**src/rtl/lcd_fbarb.sv**
```systemverilog
// lcd_fbarb: arbitrates a single asynchronous SRAM frame buffer between a
// write requester (STN timing detector) and a read requester (TFT timing
// generator). Each access is a fixed-shape strobe sequence whose wait phase
// is WAIT_CYC clocks long. Contention alternates between the two sides.
//
// Ports
//   clk, rst_x                  clock, asynchronous active-low reset
//   fifo_wrreq/wrack/waddr/wdata  write request (held until wrack pulse)
//   fifo_rdreq/rdack/raddr/rdata  read request (held until rdack pulse);
//                                 fifo_rdata valid with rdack and held after
//   sram_cs_x/we_x/oe_x         active-low SRAM strobes
//   sram_addr, sram_dout        registered SRAM address / write data
//   sram_doe                    high while sram_dout drives the data bus
//   sram_din                    SRAM read data
//   addr_err                    sticky: a request addressed beyond FB_LAST
module lcd_fbarb #(
    parameter int unsigned WAIT_CYC = 2,
    parameter logic [12:0] FB_LAST  = 13'h12bf
) (
    input  logic        clk,
    input  logic        rst_x,
    input  logic        fifo_wrreq,
    output logic        fifo_wrack,
    input  logic [12:0] fifo_waddr,
    input  logic [7:0]  fifo_wdata,
    input  logic        fifo_rdreq,
    output logic        fifo_rdack,
    input  logic [12:0] fifo_raddr,
    output logic [7:0]  fifo_rdata,
    output logic        sram_cs_x,
    output logic        sram_we_x,
    output logic        sram_oe_x,
    output logic [12:0] sram_addr,
    output logic [7:0]  sram_dout,
    output logic        sram_doe,
    input  logic [7:0]  sram_din,
    output logic        addr_err
);

    localparam logic [2:0] CNT_INIT = 3'(WAIT_CYC - 1);

    typedef enum logic [2:0] {
        S_IDLE,
        S_WR_SETUP,
        S_WR_PULSE,
        S_WR_HOLD,
        S_RD_ADDR,
        S_RD_WAIT,
        S_RD_DONE
    } state_t;

    state_t     r_state;
    state_t     w_next;
    logic [2:0] r_cnt;
    logic       r_last_rd;
    logic       r_bad;
    logic       w_grant_wr;
    logic       w_grant_rd;
    logic       w_wr_bad;
    logic       w_rd_bad;

    assign w_wr_bad = (fifo_waddr > FB_LAST);
    assign w_rd_bad = (fifo_raddr > FB_LAST);

    // Next state and arbitration
    always_comb begin
        w_next     = r_state;
        w_grant_wr = 1'b0;
        w_grant_rd = 1'b0;
        case (r_state)
            S_IDLE: begin
                if (fifo_wrreq && fifo_rdreq) begin
                    // Serve whichever side did not win last time.
                    w_grant_wr = r_last_rd;
                    w_grant_rd = ~r_last_rd;
                end else begin
                    w_grant_wr = fifo_wrreq;
                    w_grant_rd = fifo_rdreq;
                end
                if (w_grant_wr)
                    w_next = S_WR_SETUP;
                else if (w_grant_rd)
                    w_next = S_RD_ADDR;
            end
            S_WR_SETUP: w_next = S_WR_PULSE;
            S_WR_PULSE: if (r_cnt == 3'd0) w_next = S_WR_HOLD;
            S_WR_HOLD:  w_next = S_IDLE;
            S_RD_ADDR:  w_next = S_RD_WAIT;
            S_RD_WAIT:  if (r_cnt == 3'd0) w_next = S_RD_DONE;
            S_RD_DONE:  w_next = S_IDLE;
            default:    w_next = S_IDLE;
        endcase
    end

    // Strobes decoded from the state register; an out-of-range write keeps
    // chip select high so the SRAM ignores the otherwise normal sequence.
    always_comb begin
        sram_cs_x  = 1'b1;
        sram_we_x  = 1'b1;
        sram_oe_x  = 1'b1;
        sram_doe   = 1'b0;
        fifo_wrack = 1'b0;
        fifo_rdack = 1'b0;
        case (r_state)
            S_WR_SETUP: begin
                sram_cs_x = r_bad;
                sram_doe  = 1'b1;
            end
            S_WR_PULSE: begin
                sram_cs_x = r_bad;
                sram_we_x = 1'b0;
                sram_doe  = 1'b1;
            end
            S_WR_HOLD: begin
                sram_cs_x  = r_bad;
                sram_doe   = 1'b1;
                fifo_wrack = 1'b1;
            end
            S_RD_ADDR, S_RD_WAIT: begin
                sram_cs_x = 1'b0;
                sram_oe_x = 1'b0;
            end
            S_RD_DONE: fifo_rdack = 1'b1;
            default: ;
        endcase
    end

    always_ff @(posedge clk or negedge rst_x) begin
        if (!rst_x) begin
            r_state    <= S_IDLE;
            r_cnt      <= '0;
            r_last_rd  <= 1'b1;
            r_bad      <= 1'b0;
            sram_addr  <= '0;
            sram_dout  <= '0;
            fifo_rdata <= '0;
            addr_err   <= 1'b0;
        end else begin
            r_state <= w_next;

            if (r_state == S_WR_SETUP || r_state == S_RD_ADDR)
                r_cnt <= CNT_INIT;
            else if ((r_state == S_WR_PULSE || r_state == S_RD_WAIT) && r_cnt != 3'd0)
                r_cnt <= r_cnt - 3'd1;

            if (w_grant_wr) begin
                sram_addr <= fifo_waddr;
                sram_dout <= fifo_wdata;
                r_bad     <= w_wr_bad;
                r_last_rd <= 1'b0;
                if (w_wr_bad)
                    addr_err <= 1'b1;
            end else if (w_grant_rd) begin
                sram_addr <= fifo_raddr;
                r_bad     <= w_rd_bad;
                r_last_rd <= 1'b1;
                if (w_rd_bad)
                    addr_err <= 1'b1;
            end

            if (r_state == S_RD_WAIT && r_cnt == 3'd0)
                fifo_rdata <= r_bad ? 8'h00 : sram_din;
        end
    end

endmodule

```
**config.mk**
```make
export PLATFORM = sky130hd
export DESIGN_NAME = lcd_fbarb
export DESIGN_NICKNAME = d
export VERILOG_FILES = /design/src/rtl/lcd_fbarb.sv
export SDC_FILE = /design/constraint.sdc
export NUM_CORES = 1
export LEC_CHECK = 0
export ABC_AREA = 1
export BUFFER_PORTS_ARGS = -buffer_cell sky130_fd_sc_hd__buf_2
export CAP_MARGIN = 0
export CORE_ASPECT_RATIO = 0.6
export CORE_MARGIN = 4
export CORE_UTILIZATION = 42
export DETAILED_ROUTE_END_ITERATION = 10
export PLACE_DENSITY = 0.85
export SETUP_SLACK_MARGIN = 0.2
export SYNTH_ARGS = -nofsm -noshare
export SYNTH_HDL_FRONTEND = slang
export SYNTH_SLANG_ARGS = --single-unit
```
**constraint.sdc**
```tcl
create_clock -name clk -period 1.3 [get_ports clk]
set_input_delay 0.13 -clock clk [delete_from_list [all_inputs] [get_ports clk]]
set_output_delay 0.13 -clock clk [all_outputs]
set_load 0.01 [all_outputs]
```
==> results of run 1 <==
## cell type report
| type | instances | area (sq um) |
|---|---|---|
| Multi-Input combinational cell | 162 | 1045 |
| Clock buffer | 8 | 90.09 |
| Fill cell | 298 | 1134 |
| Sequential cell | 38 | 955.9 |
| Tap cell | 60 | 75.07 |
| Inverter | 32 | 135.1 |
| Timing Repair Buffer | 113 | 777.0 |
## repair_timing
action / in CTS / in global routing
endpoints found under the hold margin: 16 / 0
hold buffers: 1 / 0
endpoints found under the setup margin: 44 / 44
gates resized for setup: 83 / 25
pin swaps: 20 / 12
setup buffers: 15 / 4
cloned: 1 / 2
## metal layers
layer  GRT usage, %  vias to the layer above
li1               -                      973
met1          26.77                      959
met2          33.47                       93
met3          7.421                       13
met4          7.202                        0
met5              0                        -
## sequential cells by signal, summed over array words and instances (netlist names)
register,count
r_state,3
fifo_rdata,8
sram_addr,13
r_bad,1
r_last_rd,1
sram_dout,8
r_cnt,3
addr_err,1
## how the worst min path moves through the flow
stage,depth (start not counted),to
after CTS,3,sram_dout[5]
after floorplan,0,addr_err
after global routing,3,sram_dout[5]
after global placement,1,sram_dout[3]
after detailed placement,1,sram_dout[3]
final,3,sram_dout[5]
## worst max-delay path, stage by stage, from the launching register on
cell and delay [ns]:
dfrtp_2 0.45, nor2_4 0.17, nand2_4 0.11, nor2_4 0.17, buf_6 0.12, buf_12 0.12, o21ai_2 0.06, o21ai_1 0.15
## cell families after synthesis
| kind of cell | after synthesis |
|---|---|
| adders and majority gates | 2 |
| AOI/OAI and AO/OA | 42 |
| xor gates and xnor gates | 1 |
| and+or+nand+nor | 117 |
| buffers and inverters | 39 |
| DFF | 38 |
## metrics by stage
step	hold WS [ns]	cell area, sq um	power [W]	setup slack (ns)	TNS [ns]
2_1_floorplan	-0.1656	1927	0.003870	0.07501	0
3_3_place_gp	0.08256	2472	0.004892	0.02715	0
3_5_place_dp	0.07577	2472	0.005012	-0.03264	-0.06192
4_1_cts	0.03952	2907	0.006774	-0.05320	-0.1631
5_1_grt	0.04666	3078	0.007798	-0.1881	-4.034
6_report	0.04276	3078	0.007321	-0.1214	-1.761
## synthesized netlist by cell type
| library cell | number |
|---|---|
| inv_2 | 2 |
| clkinv_1 | 1 |
| nor3_4 | 1 |
| nand2_1 | 71 |
| buf_4 | 4 |
| nand2_2 | 2 |
| inv_1 | 29 |
| nor3_1 | 1 |
| nor2_2 | 1 |
| nor2_1 | 24 |
| o21ai_0 | 26 |
| dfrtp_1 | 37 |
| buf_2 | 1 |
| o21ai_1 | 12 |
| nor2_4 | 3 |
| nand2_4 | 1 |
| a21oi_1 | 3 |
| xor2_1 | 1 |
| dfstp_2 | 1 |
| o21ai_2 | 1 |
| ha_1 | 2 |
| buf_6 | 1 |
| nand3_1 | 13 |
| clkbuf_1 | 1 |
## power by group through the flow
stage                     clock, W  combinational, W  sequential [W]
after detailed placement         0           0.00293         0.00208
after CTS                 0.000825           0.00383         0.00212
after floorplan                  0           0.00158         0.00229
after global placement           0           0.00280         0.00209
after global routing      0.000883           0.00470         0.00222
final                     0.000814           0.00436         0.00214
==> flow_summary.html, run 1 <==
<table>
<tr><th>Metric</th><th>Value</th></tr>
<tr><th colspan="2">Synth</th></tr>
<tr><td>XOR/XNOR Fraction of Synth Area</td><td>0.4667%</td></tr>
<tr><td>Share of Yosys cell area claimed by the top area cell type</td><td>49.33%</td></tr>
<tr><td>Post-synthesis adder-cell area fraction</td><td>1.333%</td></tr>
<tr><td>Cell accounting for the most synthesized area</td><td>dfrtp_1</td></tr>
<tr><td>Post-Syn Instances</td><td>239</td></tr>
<tr><td>Avg Inst Size Synth</td><td>7.853 sq um</td></tr>
<tr><td>Ranking of synthesized cells by area</td><td>dfrtp_1 49%, nand2_1 14%, o21ai_0 6.9%</td></tr>
<tr><td>Fraction of the yosys area taken by sequential cells</td><td>50.73%</td></tr>
<tr><td>Register bit total from synthesis</td><td>38</td></tr>
<tr><td>Synth warn</td><td>0</td></tr>
<tr><td>Net Count, Synth</td><td>287</td></tr>
<tr><td>Largest family of logic cells by synthesized area</td><td>simple AND/OR/NAND/NOR gates</td></tr>
<tr><td>Library cells used by synthesis</td><td>24</td></tr>
<tr><td>Post-synthesis instance area</td><td>0.001877 sq mm</td></tr>
<tr><td>Share of cell area taken by muxes after synthesis</td><td>0%</td></tr>
<tr><td>Simple logic cell fraction of the synthesized area</td><td>27.00%</td></tr>
<tr><td>Synth Area in Compound Gates</td><td>11.40%</td></tr>
<tr><th colspan="2">Route</th></tr>
<tr><td>Total detailed-routing wirelength</td><td>6100 microns</td></tr>
<tr><td>Via total after detailed routing</td><td>2038</td></tr>
<tr><td>Met1 wire length</td><td>2693 microns</td></tr>
<tr><td>Highest metal layer used by the detailed router</td><td>met4</td></tr>
<tr><td>Via count normalized by instance count</td><td>4.935</td></tr>
<tr><td>Detail Route met3 WL</td><td>568 microns</td></tr>
<tr><td>Router iterations before antenna repair</td><td>4</td></tr>
<tr><td>Remaining antenna violation count after routing</td><td>0</td></tr>
<tr><td>Number of DRC markers after the initial detailed-route iteration</td><td>148</td></tr>
<tr><td>Wire length on met2</td><td>2761 microns</td></tr>
<tr><td>DRC violations left</td><td>0</td></tr>
<tr><td>Post-detailed-route wirelength per cell</td><td>14.77 microns</td></tr>
<tr><th colspan="2">Power and ir drop</th></tr>
<tr><td>Cell internal power dissipation</td><td>0.004147 W</td></tr>
<tr><td>Proportion of total power due to net switching</td><td>43.36%</td></tr>
<tr><td>Static leakage</td><td>1.588 nW</td></tr>
<tr><td>Sw power</td><td>0.003174 W</td></tr>
<tr><td>Part of the total power dissipated in sequential elements</td><td>29.3%</td></tr>
<tr><td>Clock power frac</td><td>11.1%</td></tr>
<tr><td>Ratio of total power to cell area</td><td>2379 mW/mm^2</td></tr>
<tr><td>Combinational cell fraction of total power</td><td>59.6%</td></tr>
<tr><td>Worst vdd ir</td><td>1.214 mV</td></tr>
<tr><th colspan="2">Clocking</th></tr>
<tr><td>Later-pin clock latency in the skew report</td><td>0.28 ns</td></tr>
<tr><td>CTS max path bufs</td><td>2</td></tr>
<tr><td>Clock root buffer</td><td>clkbuf_8</td></tr>
<tr><td>Max H-tree Level</td><td>2</td></tr>
<tr><td>CTS Buf Count</td><td>5</td></tr>
<tr><td>Post-CTS clock slew at the launch and capture registers of the worst setup and hold paths</td><td>0.07 ns</td></tr>
<tr><td>Clock sink count</td><td>38</td></tr>
<tr><td>TritonCTS clock tree</td><td>done</td></tr>
<tr><th colspan="2">Timing</th></tr>
<tr><td>Min Clock Period, post-route</td><td>1.421 ns</td></tr>
<tr><td>Worst Clk Skew</td><td>0.003066 ns</td></tr>
<tr><td>Final clock period utilization by the worst path</td><td>109.3%</td></tr>
<tr><td>Total count of max-transition violations in the final report</td><td>0</td></tr>
<tr><td>Unrepaired setup endpoints after global routing</td><td>yes</td></tr>
<tr><td>Number of hold violations in the final report</td><td>0</td></tr>
<tr><td>Peak Freq</td><td>703.5 MHz</td></tr>
<tr><td>Worst-case headroom to the max-slew limit</td><td>73.74%</td></tr>
<tr><td>Final number of setup-violating endpoints</td><td>38</td></tr>
<tr><td>Transition time at the pin with the least slew margin</td><td>0.3938 ns</td></tr>
<tr><td>Setup slack of the critical path after layout</td><td>-0.1214 ns</td></tr>
<tr><th colspan="2">Floorplanning</th></tr>
<tr><td>Area of the core</td><td>0.004212 sq mm</td></tr>
<tr><td>Core Rows</td><td>18</td></tr>
<tr><td>Die outline area</td><td>0.005637 sq mm</td></tr>
<tr><td>Number of ports placed on the die boundary</td><td>82</td></tr>
<tr><td>Die H</td><td>59.78 microns</td></tr>
<tr><td>Width of the chip</td><td>94.30 microns</td></tr>
<tr><td>Initial cell density of the core</td><td>44.56%</td></tr>
<tr><th colspan="2">Finish</th></tr>
<tr><td>Relative area change from synthesis to final layout</td><td>64.00%</td></tr>
<tr><td>Most frequent cells in the layout</td><td>80 x buf_2, 50 x nand2_1, 34 x dfrtp_1</td></tr>
<tr><td>Count of antenna diodes in the layout</td><td>0</td></tr>
<tr><td>Final cell count without fillers</td><td>413</td></tr>
<tr><td>Most common cell after layout, fill and taps aside</td><td>buf_2</td></tr>
<tr><td>Post-route core utilization</td><td>73.08%</td></tr>
<tr><td>Fraction of layout instances using a drive strength above 1</td><td>56.37%</td></tr>
<tr><td>Final net count</td><td>400</td></tr>
<tr><th colspan="2">Worst setup path</th></tr>
<tr><td>Worst reg2reg endpoint</td><td>sram_addr[7]</td></tr>
<tr><td>End point of the critical path</td><td>sram_addr[7]</td></tr>
<tr><td>Slack of the worst reg-to-reg path</td><td>-0.12 ns</td></tr>
<tr><td>Critical Path RT</td><td>1.50 ns</td></tr>
<tr><td>First element of the critical path</td><td>r_state[1]</td></tr>
<tr><td>Critical R2R Launch</td><td>r_state[1]</td></tr>
<tr><td>Maximum net fanout on the critical path</td><td>7</td></tr>
<tr><td>Data arrival time of the worst path</td><td>1.62 ns</td></tr>
<tr><td>R2R depth</td><td>7</td></tr>
<tr><td>Crit path kind</td><td>reg -&gt; reg</td></tr>
<tr><td>CP Capture Type</td><td>register</td></tr>
<tr><td>Launching element type of the critical path</td><td>register</td></tr>
<tr><th colspan="2">Flow run</th></tr>
<tr><td>Max-capacitance violation count</td><td>0</td></tr>
<tr><th colspan="2">Outcome</th></tr>
<tr><td>Result of the run</td><td>complete, but fails checks</td></tr>
<tr><td>Violations in the final reports</td><td>setup timing</td></tr>
<tr><th colspan="2">Place</th></tr>
<tr><td>Dpl hpwl</td><td>3866 microns</td></tr>
<tr><td>Post-placement cell count</td><td>382</td></tr>
<tr><td>Number of buffer cells added on primary ports</td><td>81</td></tr>
<tr><td>Final Wtd Congestion</td><td>0.8728</td></tr>
<tr><th colspan="2">Worst hold path</th></tr>
<tr><td>Startpoint of the tightest hold check path</td><td>fifo_wdata[5]</td></tr>
<tr><td>Worst min-delay path category</td><td>in -&gt; reg</td></tr>
<tr><th colspan="2">GRT</th></tr>
<tr><td>Global-route wire length before repair</td><td>9190 microns</td></tr>
<tr><td>Gr ovfl total</td><td>0</td></tr>
<tr><td>Largest net degree at the start of global routing</td><td>23</td></tr>
<tr><td>GRT Resource Usage Total</td><td>20.96%</td></tr>
<tr><td>Number of global-route vias before repair</td><td>2032</td></tr>
<tr><td>Antenna violations before repair</td><td>0</td></tr>
</table>
Power figures use the tool's default switching activity.
==> inputs of run 2 (changes only) <==
- TNS_END_PERCENT: unset -> 5
==> flow_summary.html, run 2 (synthesized netlist as in run 1, its figures left out) <==
<table>
<tr><th>Metric</th><th>Value</th></tr>
<tr><th colspan="2">Power and ir drop</th></tr>
<tr><td>Total power</td><td>0.006180 W (was 0.007321 W)</td></tr>
<tr><td>Static leakage</td><td>1.468 nW (was 1.588 nW)</td></tr>
<tr><td>Ratio of total power to cell area</td><td>2306 mW/mm^2 (was 2379 mW/mm^2)</td></tr>
<tr><td>Worst vdd ir</td><td>1.123 mV (was 1.214 mV)</td></tr>
<tr><th colspan="2">Route</th></tr>
<tr><td>DRC violations left</td><td>0 (unchanged)</td></tr>
<tr><td>Total detailed-routing wirelength</td><td>4954 microns (was 6100 microns)</td></tr>
<tr><td>Router iterations before antenna repair</td><td>4 (unchanged)</td></tr>
<tr><td>Number of DRC markers after the initial detailed-route iteration</td><td>100 (was 148)</td></tr>
<tr><td>Post-detailed-route wirelength per cell</td><td>12.29 microns (was 14.77 microns)</td></tr>
<tr><td>Remaining antenna violation count after routing</td><td>0 (unchanged)</td></tr>
<tr><td>Via count normalized by instance count</td><td>4.653 (was 4.935)</td></tr>
<tr><td>Via total after detailed routing</td><td>1875 (was 2038)</td></tr>
<tr><th colspan="2">Worst setup path</th></tr>
<tr><td>Worst reg2reg endpoint</td><td>sram_addr[9] (was sram_addr[7])</td></tr>
<tr><td>Buf+Inv Stages, Crit Path</td><td>2 (unchanged)</td></tr>
<tr><td>Launching element type of the critical path</td><td>register (unchanged)</td></tr>
<tr><td>Critical Path RT</td><td>1.17 ns (was 1.50 ns)</td></tr>
<tr><td>Critical R2R Launch</td><td>r_state[0] (was r_state[1])</td></tr>
<tr><td>Slack of the worst reg-to-reg path</td><td>-0.09 ns (was -0.12 ns)</td></tr>
<tr><td>End point of the critical path</td><td>sram_cs_x (was sram_addr[7])</td></tr>
<tr><td>R2R depth</td><td>7 (unchanged)</td></tr>
<tr><td>First element of the critical path</td><td>r_state[0] (was r_state[1])</td></tr>
<tr><td>Top Family by Delay on Critical Path</td><td>flip-flops (was simple AND/OR/NAND/NOR gates)</td></tr>
<tr><td>Highest-delay cell along the critical path</td><td>dfrtp_2 (unchanged)</td></tr>
<tr><td>CP Capture Type</td><td>output pin (was register)</td></tr>
<tr><td>Data arrival time of the worst path</td><td>1.26 ns (was 1.62 ns)</td></tr>
<tr><td>Stage delay of the slowest cell on the critical path</td><td>0.44 ns (was 0.45 ns)</td></tr>
<tr><td>Path length in cells of the critical path</td><td>5 (was 7)</td></tr>
<tr><td>Crit path kind</td><td>reg -&gt; out (was reg -&gt; reg)</td></tr>
<tr><td>Cell chain of the critical path</td><td>nor2_4 &gt; buf_6 &gt; nor2_2 &gt; a21oi_1 &gt; buf_2 (was nor2_4 &gt; nand2_4 &gt; nor2_4 &gt; buf_6 &gt; buf_12 &gt; o21ai_2 &gt; o21ai_1)</td></tr>
<tr><td>Maximum net fanout on the critical path</td><td>3 (was 7)</td></tr>
<tr><th colspan="2">Floorplanning</th></tr>
<tr><td>Number of ports placed on the die boundary</td><td>82 (unchanged)</td></tr>
<tr><td>Initial cell density of the core</td><td>44.56% (unchanged)</td></tr>
<tr><td>Core Rows</td><td>18 (unchanged)</td></tr>
<tr><td>Area of the core</td><td>0.004212 sq mm (unchanged)</td></tr>
<tr><td>Width of the chip</td><td>94.30 microns (unchanged)</td></tr>
<tr><td>Die H</td><td>59.78 microns (unchanged)</td></tr>
<tr><td>Die outline area</td><td>0.005637 sq mm (unchanged)</td></tr>
<tr><th colspan="2">Place</th></tr>
<tr><td>Post-placement cell count</td><td>387 (was 382)</td></tr>
<tr><td>Final Wtd Congestion</td><td>0.8144 (was 0.8728)</td></tr>
<tr><td>Number of buffer cells added on primary ports</td><td>81 (unchanged)</td></tr>
<tr><td>Cell area after placement</td><td>0.002445 sq mm (was 0.002472 sq mm)</td></tr>
<tr><td>Place WS</td><td>-0.006216 ns (was -0.03264 ns)</td></tr>
<tr><td>Dpl hpwl</td><td>3809 microns (was 3866 microns)</td></tr>
<tr><th colspan="2">Finish</th></tr>
<tr><td>Finished layout cell area</td><td>0.002680 sq mm (was 0.003078 sq mm)</td></tr>
<tr><td>Max FFs per register</td><td>13 (unchanged)</td></tr>
<tr><td>Post-route core utilization</td><td>63.64% (was 73.08%)</td></tr>
<tr><td>Largest registers in the final layout</td><td>sram_addr (13), fifo_rdata (8), sram_dout (8) (unchanged)</td></tr>
<tr><td>Most frequent cells in the layout</td><td>80 x buf_2, 69 x nand2_1, 36 x dfrtp_1 (was 80 x buf_2, 50 x nand2_1, 34 x dfrtp_1)</td></tr>
<tr><td>Relative area change from synthesis to final layout</td><td>42.80% (was 64.00%)</td></tr>
<tr><td>Most common cell after layout, fill and taps aside</td><td>buf_2 (unchanged)</td></tr>
<tr><td>Final net count</td><td>390 (was 400)</td></tr>
<tr><td>Fraction of layout instances using a drive strength above 1</td><td>41.11% (was 56.37%)</td></tr>
<tr><td>Final cell count without fillers</td><td>403 (was 413)</td></tr>
<tr><td>Register name with the most flops</td><td>sram_addr (unchanged)</td></tr>
<tr><td>Count of antenna diodes in the layout</td><td>0 (unchanged)</td></tr>
<tr><th colspan="2">Clocking</th></tr>
<tr><td>Max H-tree Level</td><td>2 (unchanged)</td></tr>
<tr><td>Clock root buffer</td><td>clkbuf_8 (unchanged)</td></tr>
<tr><td>Clock sink count</td><td>38 (unchanged)</td></tr>
<tr><td>TritonCTS clock tree</td><td>done (unchanged)</td></tr>
<tr><td>Later-pin clock latency in the skew report</td><td>0.29 ns (was 0.28 ns)</td></tr>
<tr><td>CTS Buf Count</td><td>5 (unchanged)</td></tr>
<tr><td>Post-CTS clock slew at the launch and capture registers of the worst setup and hold paths</td><td>0.08 ns (was 0.07 ns)</td></tr>
<tr><td>CTS max path bufs</td><td>2 (unchanged)</td></tr>
<tr><th colspan="2">Worst hold path</th></tr>
<tr><td>Worst min-delay path category</td><td>in -&gt; reg (unchanged)</td></tr>
<tr><th colspan="2">Timing</th></tr>
<tr><td>Total count of max-transition violations in the final report</td><td>0 (unchanged)</td></tr>
<tr><td>Transition time at the pin with the least slew margin</td><td>0.4080 ns (was 0.3938 ns)</td></tr>
<tr><td>Unrepaired setup endpoints after global routing</td><td>yes (unchanged)</td></tr>
<tr><td>Min Clock Period, post-route</td><td>1.392 ns (was 1.421 ns)</td></tr>
<tr><td>Final number of setup-violating endpoints</td><td>25 (was 38)</td></tr>
<tr><td>Worst-case headroom to the max-slew limit</td><td>72.80% (was 73.74%)</td></tr>
<tr><td>Peak Freq</td><td>718.4 MHz (was 703.5 MHz)</td></tr>
<tr><td>Worst Clk Skew</td><td>0.004807 ns (was 0.003066 ns)</td></tr>
<tr><td>Number of hold violations in the final report</td><td>0 (unchanged)</td></tr>
<tr><td>Final clock period utilization by the worst path</td><td>107.1% (was 109.3%)</td></tr>
<tr><td>Setup slack of the critical path after layout</td><td>-0.09207 ns (was -0.1214 ns)</td></tr>
<tr><th colspan="2">GRT</th></tr>
<tr><td>GRT Resource Usage Total</td><td>18.44% (was 20.96%)</td></tr>
<tr><td>Number of global-route vias before repair</td><td>1791 (was 2032)</td></tr>
<tr><td>Antenna violations before repair</td><td>0 (unchanged)</td></tr>
<tr><td>Largest net degree at the start of global routing</td><td>19 (was 23)</td></tr>
<tr><td>Global-route wire length before repair</td><td>8017 microns (was 9190 microns)</td></tr>
<tr><td>Gr ovfl total</td><td>0 (unchanged)</td></tr>
<tr><th colspan="2">Outcome</th></tr>
<tr><td>Result of the run</td><td>complete, but fails checks (unchanged)</td></tr>
<tr><td>Violations in the final reports</td><td>setup timing (unchanged)</td></tr>
<tr><th colspan="2">Flow run</th></tr>
<tr><td>Max-capacitance violation count</td><td>0 (unchanged)</td></tr>
</table>
==> run 2: cell types whose count changed in the layout (fill, tap and decap cells not counted), moves of 7 or more <==
| cell | previous run | this run |
|---|---|---|
| nand3_1 | 4 | 13 |
| o21ai_2 | 14 | 7 |
| nand2_1 | 50 | 69 |
| o21ai_0 | 3 | 10 |
| nand2_2 | 18 | 2 |
| nand3_2 | 9 | 0 |
==> run 2: final cells by class <==
cell class / count / area [sq um]
Clock buffer: 6 / 82.58
Clock inverter: 2 / 12.51
Fill cell: 361 / 1531
Inverter: 32 / 122.6
Multi-Input combinational cell: 162 / 823.3
Sequential cell: 38 / 953.4
Tap cell: 60 / 75.07
Timing Repair Buffer: 103 / 610.6
==> run 2: what timing repair did <==
item	in CTS	in global routing
setup buffers	4	3
pin swaps	5	15
gates resized for setup	11	30
hold endpoints to repair	15	0
hold buffers	1	0
setup endpoints to repair	44	44
==> run 2: worst min-delay path by stage <==
stage	start	end	slack, ns	cells past startpoint
2_1_floorplan	rst_x	addr_err	-0.17	0
3_3_place_gp	rst_x	sram_addr[2]	0.08	1
3_5_place_dp	rst_x	sram_addr[2]	0.08	1
4_1_cts	fifo_wdata[4]	sram_dout[4]	0.02	3
5_1_grt	fifo_wdata[2]	sram_dout[2]	0.04	3
6_report	fifo_wdata[4]	sram_dout[4]	0.03	3
==> run 2: per-layer routing <==
layer,vias to the layer above,GRT usage [%],share of wire [%]
li1,950,-,-
met1,847,25.48,47
met2,74,28.93,44
met3,4,5.283,8.5
met4,0,4.527,0.69
met5,-,0,0
==> run 2: power by group <==
group | leakage, nW | internal (W) | switching, W | total (W)
Sequential | 0.459 | 0.00175 | 0.000321 | 0.00207
Clock | 0.0472 | 0.000426 | 0.000421 | 0.000847
Combinational | 0.961 | 0.00139 | 0.00187 | 0.00326
Total | 1.47 | 0.00357 | 0.00261 | 0.00618
==> run 2: through the flow <==
| step | hold slack, ns | setup TNS (ns) |
|---|---|---|
| floorplan | -0.1656 | 0 |
| global placement | 0.07573 | 0 |
| detailed placement | 0.08372 | -0.006216 |
| CTS | 0.02303 | -0.9272 |
| global route | 0.04301 | -4.051 |
| finish | 0.03339 | -1.159 |
==> run 2: worst register-to-register path: cells and delay by family, from the launching register on <==
family	cells	cell delay (ns)
AOI/OAI and AO/OA	2	0.19
buffers and inverters	2	0.28
and+or+nand+nor	3	0.40
DFF	1	0.44
==> inputs of run 3 (changes only) <==
- CORE_UTILIZATION: 42 -> 47
- PLACE_DENSITY: 0.85 -> 0.89
- clock period: 1.3 -> 1.5 ns (I/O delays scaled with it)
==> flow_summary.html, run 3 (synthesized netlist as in run 1, its figures left out) <==
<table>
<tr><th>Metric</th><th>Value</th></tr>
<tr><th colspan="2">Route</th></tr>
<tr><td>Post-detailed-route wirelength per cell</td><td>13.62 microns (was 12.29 microns)</td></tr>
<tr><td>Via count normalized by instance count</td><td>4.992 (was 4.653)</td></tr>
<tr><td>Via total after detailed routing</td><td>1922 (was 1875)</td></tr>
<tr><td>Number of DRC markers after the initial detailed-route iteration</td><td>151 (was 100)</td></tr>
<tr><td>Remaining antenna violation count after routing</td><td>0 (unchanged)</td></tr>
<tr><td>DRC violations left</td><td>0 (unchanged)</td></tr>
<tr><td>Router iterations before antenna repair</td><td>4 (unchanged)</td></tr>
<tr><td>Total detailed-routing wirelength</td><td>5242 microns (was 4954 microns)</td></tr>
<tr><th colspan="2">Timing</th></tr>
<tr><td>Hold WS</td><td>0.04982 ns (was 0.03339 ns)</td></tr>
<tr><td>Peak Freq</td><td>700.6 MHz</td></tr>
<tr><td>Total negative setup slack</td><td>0 ns (was -1.159 ns)</td></tr>
<tr><td>Number of hold violations in the final report</td><td>0 (unchanged)</td></tr>
<tr><td>Unrepaired setup endpoints after global routing</td><td>yes (unchanged)</td></tr>
<tr><td>Worst Clk Skew</td><td>0.007081 ns (was 0.004807 ns)</td></tr>
<tr><td>Final clock period utilization by the worst path</td><td>95.16%</td></tr>
<tr><td>Worst-case headroom to the max-slew limit</td><td>72.91% (was 72.80%)</td></tr>
<tr><td>Total count of max-transition violations in the final report</td><td>0 (unchanged)</td></tr>
<tr><td>Final number of setup-violating endpoints</td><td>0 (was 25)</td></tr>
<tr><td>Min Clock Period, post-route</td><td>1.427 ns</td></tr>
<tr><td>Transition time at the pin with the least slew margin</td><td>0.4064 ns (was 0.4080 ns)</td></tr>
<tr><th colspan="2">Worst setup path</th></tr>
<tr><td>Critical R2R Launch</td><td>r_cnt[0] (was r_state[0])</td></tr>
<tr><td>Slack of the worst reg-to-reg path</td><td>0.14 ns (was -0.09 ns)</td></tr>
<tr><td>Launching element type of the critical path</td><td>register (unchanged)</td></tr>
<tr><td>CP Capture Type</td><td>output pin (unchanged)</td></tr>
<tr><td>Highest-delay cell along the critical path</td><td>dfrtp_2 (unchanged)</td></tr>
<tr><td>Worst reg2reg endpoint</td><td>r_cnt[0] (was sram_addr[9])</td></tr>
<tr><td>Stage delay of the slowest cell on the critical path</td><td>0.48 ns (was 0.44 ns)</td></tr>
<tr><td>Top Family by Delay on Critical Path</td><td>flip-flops (unchanged)</td></tr>
<tr><td>Data arrival time of the worst path</td><td>1.28 ns (was 1.26 ns)</td></tr>
<tr><td>Cell chain of the critical path</td><td>buf_4 &gt; nor2_4 &gt; a21oi_2 &gt; buf_2 (was nor2_4 &gt; buf_6 &gt; nor2_2 &gt; a21oi_1 &gt; buf_2)</td></tr>
<tr><td>R2R depth</td><td>8 (was 7)</td></tr>
<tr><td>Maximum net fanout on the critical path</td><td>5 (was 3)</td></tr>
<tr><td>Critical Path RT</td><td>1.35 ns (was 1.17 ns)</td></tr>
<tr><td>Buf+Inv Stages, Crit Path</td><td>2 (unchanged)</td></tr>
<tr><td>Crit path kind</td><td>reg -&gt; out (unchanged)</td></tr>
<tr><th colspan="2">Finish</th></tr>
<tr><td>Most frequent cells in the layout</td><td>81 x buf_2, 67 x nand2_1, 35 x dfrtp_1 (was 80 x buf_2, 69 x nand2_1, 36 x dfrtp_1)</td></tr>
<tr><td>Max FFs per register</td><td>13 (unchanged)</td></tr>
<tr><td>Register name with the most flops</td><td>sram_addr (unchanged)</td></tr>
<tr><td>Final-layout fill cell count</td><td>296 (was 361)</td></tr>
<tr><td>Fraction of layout instances using a drive strength above 1</td><td>39.05% (was 41.11%)</td></tr>
<tr><td>Final net count</td><td>385 (was 390)</td></tr>
<tr><td>Count of antenna diodes in the layout</td><td>0 (unchanged)</td></tr>
<tr><td>Largest registers in the final layout</td><td>sram_addr (13), fifo_rdata (8), sram_dout (8) (unchanged)</td></tr>
<tr><td>Relative area change from synthesis to final layout</td><td>39.20% (was 42.80%)</td></tr>
<tr><td>Most common cell after layout, fill and taps aside</td><td>buf_2 (unchanged)</td></tr>
<tr><th colspan="2">Power and ir drop</th></tr>
<tr><td>Part of the total power dissipated in sequential elements</td><td>33.4% (was 33.5%)</td></tr>
<tr><td>Clock power frac</td><td>19.1% (was 13.7%)</td></tr>
<tr><td>Proportion of total power due to net switching</td><td>41.44% (was 42.27%)</td></tr>
<tr><td>Cell internal power dissipation</td><td>0.003222 W (was 0.003567 W)</td></tr>
<tr><td>Ratio of total power to cell area</td><td>2106 mW/mm^2 (was 2306 mW/mm^2)</td></tr>
<tr><td>Static leakage</td><td>1.448 nW (was 1.468 nW)</td></tr>
<tr><td>Sw power</td><td>0.002281 W (was 0.002612 W)</td></tr>
<tr><td>Total power</td><td>0.005503 W (was 0.006180 W)</td></tr>
<tr><td>Worst vdd ir</td><td>0.9562 mV (was 1.123 mV)</td></tr>
<tr><td>Combinational cell fraction of total power</td><td>47.5% (was 52.8%)</td></tr>
<tr><th colspan="2">Clocking</th></tr>
<tr><td>Clock sink count</td><td>38 (unchanged)</td></tr>
<tr><td>Clock root buffer</td><td>clkbuf_8 (unchanged)</td></tr>
<tr><td>CTS max path bufs</td><td>2 (unchanged)</td></tr>
<tr><td>Later-pin clock latency in the skew report</td><td>0.30 ns (was 0.29 ns)</td></tr>
<tr><td>CTS Buf Count</td><td>5 (unchanged)</td></tr>
<tr><td>Post-CTS clock slew at the launch and capture registers of the worst setup and hold paths</td><td>0.07 ns (was 0.08 ns)</td></tr>
<tr><td>TritonCTS clock tree</td><td>done (unchanged)</td></tr>
<tr><td>Max H-tree Level</td><td>2 (unchanged)</td></tr>
<tr><th colspan="2">Floorplanning</th></tr>
<tr><td>Area of the core</td><td>0.003765 sq mm (was 0.004212 sq mm)</td></tr>
<tr><td>Number of ports placed on the die boundary</td><td>82 (unchanged)</td></tr>
<tr><td>Core Rows</td><td>17 (was 18)</td></tr>
<tr><td>Die outline area</td><td>0.005102 sq mm (was 0.005637 sq mm)</td></tr>
<tr><td>Die H</td><td>56.95 microns (was 59.78 microns)</td></tr>
<tr><td>Width of the chip</td><td>89.58 microns (was 94.30 microns)</td></tr>
<tr><td>Initial cell density of the core</td><td>49.85% (was 44.56%)</td></tr>
<tr><th colspan="2">GRT</th></tr>
<tr><td>Antenna violations before repair</td><td>0 (unchanged)</td></tr>
<tr><td>Gr ovfl total</td><td>0 (unchanged)</td></tr>
<tr><td>Busiest metal layer after global routing</td><td>met2 (unchanged)</td></tr>
<tr><td>Largest net degree at the start of global routing</td><td>18 (was 19)</td></tr>
<tr><td>Grt met2 use</td><td>30.83% (was 28.93%)</td></tr>
<tr><td>GRT Resource Usage Total</td><td>20.65% (was 18.44%)</td></tr>
<tr><td>Met3 usage</td><td>6.205% (was 5.283%)</td></tr>
<tr><td>Number of global-route vias before repair</td><td>1835 (was 1791)</td></tr>
<tr><td>Global-route wire length before repair</td><td>8093 microns (was 8017 microns)</td></tr>
<tr><td>Global-route track usage on met1</td><td>29.07% (was 25.48%)</td></tr>
<tr><th colspan="2">Worst hold path</th></tr>
<tr><td>WHS Endpoint</td><td>sram_dout[4] (unchanged)</td></tr>
<tr><td>Worst hold path cell count</td><td>3 (unchanged)</td></tr>
<tr><td>Worst min-delay path category</td><td>in -&gt; reg (unchanged)</td></tr>
<tr><td>Startpoint of the tightest hold check path</td><td>fifo_wdata[4] (unchanged)</td></tr>
<tr><th colspan="2">Outcome</th></tr>
<tr><td>Result of the run</td><td>completed (was complete, but fails checks)</td></tr>
<tr><th colspan="2">Place</th></tr>
<tr><td>Final Wtd Congestion</td><td>0.8840 (was 0.8144)</td></tr>
<tr><td>Dpl hpwl</td><td>3772 microns (was 3809 microns)</td></tr>
<tr><td>Number of buffer cells added on primary ports</td><td>81 (unchanged)</td></tr>
<tr><th colspan="2">Flow run</th></tr>
<tr><td>Max-capacitance violation count</td><td>0 (unchanged)</td></tr>
</table>
[run 3: worst max path at each step]
stage	start	to	cells after the start
global placement	r_last_rd	sram_dout[2]	6
CTS	r_state[0]	sram_we_x	5
global route	r_cnt[0]	r_cnt[1]	8
detailed placement	r_last_rd	sram_dout[6]	6
finish	r_state[2]	sram_cs_x	4
floorplan	r_cnt[0]	fifo_rdata[6]	7
[run 3: worst reg2reg max path, cell delays in order (launching register included)]
cell     delay, ns
dfrtp_1       0.35
inv_1         0.08
ha_1          0.19
nand2_1       0.17
nand2_2       0.10
nand2_2       0.14
inv_1         0.08
nand2_1       0.06
nand3_1       0.07
[run 3: per-layer routing]
layer  wire (microns)  part of all wire [%]
met2             2332                    44
met4               73                   1.4
met3              445                   8.5
met5                0                     0
met1             2391                    46
[run 3: repair_timing]
action / 4_1_cts / 5_1_grt
resized for setup: 8 / 15
hold endpoints to repair: 14 / 0
hold buffers: 1 / 0
endpoints found under the setup margin: 38 / 44
setup buffers: 2 / 3
pin swaps: 2 / 8
gates cloned: 0 / 2
[run 3: final cells by class]
type / instances / area (sq um) / area share, %
inverters: 32 / 123.9 / 4.741
multi-input cells: 163 / 802.0 / 30.70
flip-flops and latches: 38 / 954.7 / 36.54
clock inverters: 3 / 68.82 / 2.634
well taps: 47 / 58.81 / 2.251
repair buffers: 97 / 535.5 / 20.50
clock buffers: 5 / 68.82 / 2.634
[run 3: power by group through the flow]
stage | registers, W | clock network [W] | logic (W)
6_report | 0.00184 | 0.00105 | 0.00262
5_1_grt | 0.00190 | 0.00110 | 0.00290
4_1_cts | 0.00182 | 0.00106 | 0.00240
3_5_place_dp | 0.00180 | 0 | 0.00233
3_3_place_gp | 0.00180 | 0 | 0.00226
2_1_floorplan | 0.00197 | 0 | 0.00127
[run 3: stage by stage]
| stage | util [%] | std cells | cell area (sq um) | setup WS (ns) |
|---|---|---|---|---|
| 6_report | 69.39 | 385 | 2613 | 0.07266 |
| 5_1_grt | 69.39 | 385 | 2613 | 0.01762 |
| 4_1_cts | 67.36 | 380 | 2536 | 0.1105 |
| 3_5_place_dp | 62.65 | 369 | 2359 | 0.1356 |
| 3_3_place_gp | 62.65 | 369 | 2359 | 0.1950 |
| 2_1_floorplan | - | 239 | 1877 | 0.2555 |
